### config.mk
export PLATFORM = sky130hd
export DESIGN_NAME = fir_out_capture
export DESIGN_NICKNAME = d
export VERILOG_FILES = /design/src/rtl/fir_out_capture.sv
export SDC_FILE = /design/constraint.sdc
export NUM_CORES = 2
export LEC_CHECK = 0
export CAP_MARGIN = 20
export CORE_ASPECT_RATIO = 1.75
export CORE_MARGIN = 2
export CORE_UTILIZATION = 56
export DETAILED_ROUTE_END_ITERATION = 8
export PLACE_DENSITY = 0.78
export SKIP_LAST_GASP = 1
export SLEW_MARGIN = 20
export SYNTH_ARGS = -nofsm -noshare
export SYNTH_HDL_FRONTEND = slang
export SYNTH_SLANG_ARGS = --single-unit
### constraint.sdc
create_clock -name clk -period 3.25 [get_ports clk]
set_input_delay 0.65 -clock clk [delete_from_list [all_inputs] [get_ports clk]]
set_output_delay 0.65 -clock clk [all_outputs]
set_load 0.1 [all_outputs]
### src/rtl/fir_out_capture.sv
// Captures a rounded, scaled and saturated FIR output stream into a result buffer
// that the host can read back by address once the capture is done.
module fir_out_capture #(
  parameter int DEPTH = 128,
  parameter int IN_W  = 54,
  parameter int OUT_W = 18,
  parameter int SHIFT = 8,
  localparam int ADR_W = $clog2(DEPTH)
) (
  input  logic                    clk,
  input  logic                    rst,
  input  logic                    arm,
  input  logic [ADR_W-1:0]        len,
  input  logic signed [IN_W-1:0]  din,
  input  logic                    din_valid,
  input  logic                    rd_en,
  input  logic [ADR_W-1:0]        rd_adr,
  output logic signed [OUT_W-1:0] rd_data,
  output logic                    rd_valid,
  output logic                    busy,
  output logic                    done,
  output logic                    sat_flag,
  output logic [ADR_W:0]          wr_cnt
);

  typedef enum logic [1:0] {S_IDLE, S_CAPTURE, S_DONE} state_t;

  localparam logic signed [IN_W:0] RND =
    (SHIFT == 0) ? '0 : ((IN_W+1)'(1) << ((SHIFT == 0) ? 0 : SHIFT - 1));
  localparam logic signed [IN_W:0] SAT_MAX = (IN_W+1)'(2**(OUT_W-1) - 1);
  localparam logic signed [IN_W:0] SAT_MIN = ~SAT_MAX;
  localparam logic [ADR_W:0]       CNT_ONE = (ADR_W+1)'(1);

  // Returns {clipped, value}; the extra headroom bit keeps the rounding add exact.
  function automatic logic [OUT_W:0] scale_sat(input logic signed [IN_W-1:0] x);
    logic signed [IN_W:0] t;
    t = $signed({x[IN_W-1], x}) + RND;
    t = t >>> SHIFT;
    if (t > SAT_MAX)      return {1'b1, SAT_MAX[OUT_W-1:0]};
    else if (t < SAT_MIN) return {1'b1, SAT_MIN[OUT_W-1:0]};
    else                  return {1'b0, t[OUT_W-1:0]};
  endfunction

  state_t                  state_q, state_d;
  logic [ADR_W-1:0]        len_q;
  logic [ADR_W:0]          wr_cnt_q;
  logic [ADR_W:0]          acc_cnt_q;
  logic                    sat_q;
  logic                    vld_p0;
  logic signed [OUT_W-1:0] data_p0;
  logic                    sat_p0;
  logic signed [OUT_W-1:0] rd_data_q;
  logic                    rd_valid_q;
  logic [OUT_W:0]          scaled;
  logic                    start, last_wr, accept;
  logic signed [OUT_W-1:0] mem [DEPTH];

  assign scaled = scale_sat(din);

  always_comb begin
    state_d = state_q;
    start   = 1'b0;
    last_wr = 1'b0;
    // Stop accepting once len+1 samples are in flight so late valids never reach the buffer.
    accept  = (state_q == S_CAPTURE) && din_valid && (acc_cnt_q <= {1'b0, len_q});
    case (state_q)
      S_IDLE, S_DONE: begin
        if (arm) begin
          state_d = S_CAPTURE;
          start   = 1'b1;
        end
      end
      S_CAPTURE: begin
        if (vld_p0 && (wr_cnt_q[ADR_W-1:0] == len_q)) begin
          last_wr = 1'b1;
          state_d = S_DONE;
        end
      end
      default: state_d = S_IDLE;
    endcase
  end

  always_ff @(posedge clk or negedge rst) begin
    if (!rst) begin
      state_q    <= S_IDLE;
      len_q      <= '0;
      wr_cnt_q   <= '0;
      acc_cnt_q  <= '0;
      sat_q      <= 1'b0;
      vld_p0     <= 1'b0;
      data_p0    <= '0;
      sat_p0     <= 1'b0;
      rd_data_q  <= '0;
      rd_valid_q <= 1'b0;
    end else begin
      state_q <= state_d;
      // Stage p0: scaled sample registered, written to the buffer on the next edge.
      vld_p0  <= accept;
      data_p0 <= scaled[OUT_W-1:0];
      sat_p0  <= accept & scaled[OUT_W];
      if (start) begin
        len_q     <= len;
        wr_cnt_q  <= '0;
        acc_cnt_q <= '0;
        sat_q     <= 1'b0;
      end else begin
        if (accept) acc_cnt_q <= acc_cnt_q + CNT_ONE;
        if (vld_p0) wr_cnt_q  <= wr_cnt_q + CNT_ONE;
        sat_q <= sat_q | sat_p0;
      end
      rd_valid_q <= rd_en;
      if (rd_en) rd_data_q <= mem[rd_adr];
    end
  end

  always_ff @(posedge clk) begin
    if (vld_p0 && (state_q == S_CAPTURE)) mem[wr_cnt_q[ADR_W-1:0]] <= data_p0;
  end

  assign rd_data  = rd_data_q;
  assign rd_valid = rd_valid_q;
  assign busy     = (state_q == S_CAPTURE);
  assign done     = (state_q == S_DONE);
  assign sat_flag = sat_q;
  assign wr_cnt   = wr_cnt_q;

endmodule

==> results.ini <==
[route]
drcViolationCount = 0
num_vias = 45800
routed_wl_um = 240000
drtIter0Drc = 6109
firstDrtPassIters = 6
wire_per_inst_um = 35.4
vias_per_cell = 6.76
antenna_left = 0

[floorplan]
die_w_um = 309
num_io_pins = 103
die-area_um2 = 167000
start_util = 0.563
row_count = 196
core-area_um2 = 163000
die_h_um = 539

[logic_synthesis]
ys_top_cells_by_count = edfxtp_1, mux4_2, nor2_1, clkbuf_1, o22ai_1
ys_seq_elements = 2369
synth_top_area_frac = 0.756
synthFlopType = edfxtp_1
ys_warn_count = 0
synth_edf_count = 2304
synth_cell_types = 61
yosysTopAreaCell = edfxtp_1
syn_inst = 3906
synthTopCellsByArea = edfxtp_1, mux4_2, dfrtp_1
syn-num-nets = 3989
syn_area_per_cell_um2 = 23.4
synth.yosys.seq_area_share = 0.774
syn_area_um2 = 91500
async_flop_share = 0.0274
synth_most_common_cell = edfxtp_1

[sta]
min_period_over_period = 0.903
slew_viol_final = 0
layout_min_cycle_time_ns = 2.93
clock.fmax_mhz = 341
clock_skew_ns = 0.0445
rsz0062_at_grt = no
whs_ns = 0.408
worst_pin_slew_ns = 1.05
relSlewSlack = 0.302
setup_tns_ns = 0
hold_violations = 0
setup_viol = 0

[cts]
cts_setup_buffers = 0
cts.repair.resized = 0
cts_made_buffers = 196
h-tree-depth = 4
tritoncts = done
clock_latency_ns = 0.84
root_buffer = clkbuf_16
ctsHoldBuffers = 1
clock_sinks = 2369
cts.path.max_buffers = 4
clk_pin_slew_worst_paths_ns = 0.07

[status]
run_status = finished clean

[global_routing]
grt_most_used_layer = met2
antenna_found_initial = 5
first_global_vias = 48000
grt_use_met2 = 0.504
grt_usage = 0.293
overflow = 0
grt_pass1_wl_um = 344000
grt_max_degree = 129
gr-usage-met1 = 0.350
use_met3 = 0.0479

[min_path]
min_to = len_q[4]
whs_path_depth = 3
min_from = len[4]
hp-class = in -> reg

[power_and_ir_drop]
ir_drop_mv = 0.744
p_per_area_nw_per_um2 = 597
p_leak_nw = 33.4

[placement]
port_buffers = 95
dpl.cell_count = 6429
gp_congestion = 0.869
dp_hpwl_um = 135000
place_area_um2 = 100000

[setup_path]
r2r-start = wr_cnt[5]
r2r_cells = 5
r2r-end = mem[72][2]
cp.arrival_ns = 3.66
cp_data_required_time_ns = 3.97
ff2ff_setup_slack_ns = 0.32
worst_setup_path_end_kind = flip-flop
critPathLaunchType = input port
critical_path_class = in -> reg
crit_fanout = 10

[run]
drv_cap = 0

[finish]
fin_area_um2 = 106000
fillers = 9451
finalNonFillerCells = 6785
drive_gt1_frac = 0.368
areaGrowthSynthToFinish_pct = 16.4
nets = 4542

## critical path: stages
cell and delay, ns:
clkdlybuf4s50_1 0.54, nand4_4 0.12, or4_1 0.68, buf_4 0.20, nor4b_2 0.27, xnor2_1 0.13
nor4_1 0.30, nand4_1 0.15, and2_1 0.26, buf_4 0.22, o21ai_2 0.15
## how the worst max path moves through the flow
stage,endpoint,depth (start not counted),from,slack [ns]
after floorplan,mem[102][0],6,wr_cnt[1],-0.20
after CTS,data_p0[5],12,din[12],0.35
after global routing,data_p0[5],11,din[12],0.08
after global placement,data_p0[6],12,din[12],-0.43
final,data_p0[13],11,din[12],0.32
after detailed placement,data_p0[5],12,din[12],-0.50
## metrics by stage
stage / power [mW] / worst slack, ns / util
final: 63.6 / 0.316 / 0.655
after global routing: 64.9 / 0.0807 / 0.655
after CTS: 63.7 / 0.348 / 0.653
after detailed placement: 40.6 / -0.503 / 0.615
after global placement: 40.4 / -0.429 / 0.615
after floorplan: 38.3 / -0.204 / -
## cell type report
class / count / area, um^2 / area share
Antenna cell: 2 / 5.00 / 0.0000470
Clock buffer: 230 / 5100 / 0.0479
Clock inverter: 114 / 1090 / 0.0103
Inverter: 20 / 75.1 / 0.000705
Multi-Input combinational cell: 1309 / 20100 / 0.189
Sequential cell: 2369 / 70900 / 0.666
Tap cell: 2178 / 2730 / 0.0256
Timing Repair Buffer: 563 / 6490 / 0.0609
## placed cells by master (no fill, tap or decap), types with 5 or more instances in the layout
| cell | Yosys | routed |
|---|---|---|
| o21ai_0 | 17 | 17 |
| nor2_2 | 0 | 125 |
| buf_12 | 0 | 152 |
| nand3_1 | 31 | 31 |
| xor2_1 | 31 | 31 |
| clkbuf_16 | 0 | 199 |
| nor2_1 | 159 | 34 |
| inv_1 | 20 | 20 |
| o21ai_2 | 9 | 9 |
| nor2b_1 | 8 | 7 |
| nor3_1 | 12 | 11 |
| ha_1 | 10 | 10 |
| clkinv_1 | 0 | 34 |
| mux2_2 | 19 | 19 |
| xnor2_1 | 17 | 17 |
| o21ai_1 | 5 | 5 |
| nand4_1 | 31 | 31 |
| edfxtp_1 | 2304 | 2304 |
| or2_2 | 6 | 6 |
| clkbuf_1 | 132 | 31 |
| clkinvlp_4 | 0 | 15 |
| buf_4 | 0 | 337 |
| or3b_2 | 5 | 5 |
| dfrtp_1 | 65 | 47 |
| nand2_1 | 38 | 38 |
| nor4_1 | 31 | 29 |
| or3_1 | 7 | 7 |
| mux4_2 | 720 | 720 |
| a21oi_1 | 11 | 11 |
| buf_16 | 0 | 9 |
| o22ai_1 | 73 | 73 |
| bufinv_16 | 0 | 20 |
| nand3b_1 | 6 | 6 |
| clkdlybuf4s50_1 | 0 | 60 |
| clkinv_2 | 0 | 40 |
| and2_1 | 5 | 5 |
| dfrtp_4 | 0 | 18 |
| and3_1 | 14 | 14 |
## power by group
part           switching, mW  internal (mW)  total [mW]
combinational           3.39           2.05        5.44
sequential             0.558           34.1        34.7
clock                   10.7           12.8        23.5
## cells by family (layout without fill, tap and decap cells)
group                      Yosys count  count (layout)  synth area share
xor gates and xnor gates            48              48           0.00460
DFF                               2369            2369             0.774
muxes                              742             742             0.180
adders and majority gates           10              10           0.00137
and+or+nand+nor                    372             372            0.0205
AOI/OAI and AO/OA                  137             137           0.00971
buffers and inverters              228             927           0.00967
other                                0               2                 0
## flip-flops by register name, indices dropped and copies added (netlist names)
name       cells
sat_flag       1
mem         2304
rd_data       18
rd_valid       1
vld_p0         1
data_p0       18
state_q        2
acc_cnt_q      8
sat_p0         1
wr_cnt         8
len_q          7
## per-layer routing
metal	vias to the layer above	share of wire
met5	-	0.00021
met2	3221	0.53
li1	17800	-
met3	794	0.091
met4	8	0.069
met1	24000	0.31
No activity file was read; power rests on OpenSTA's default activity.
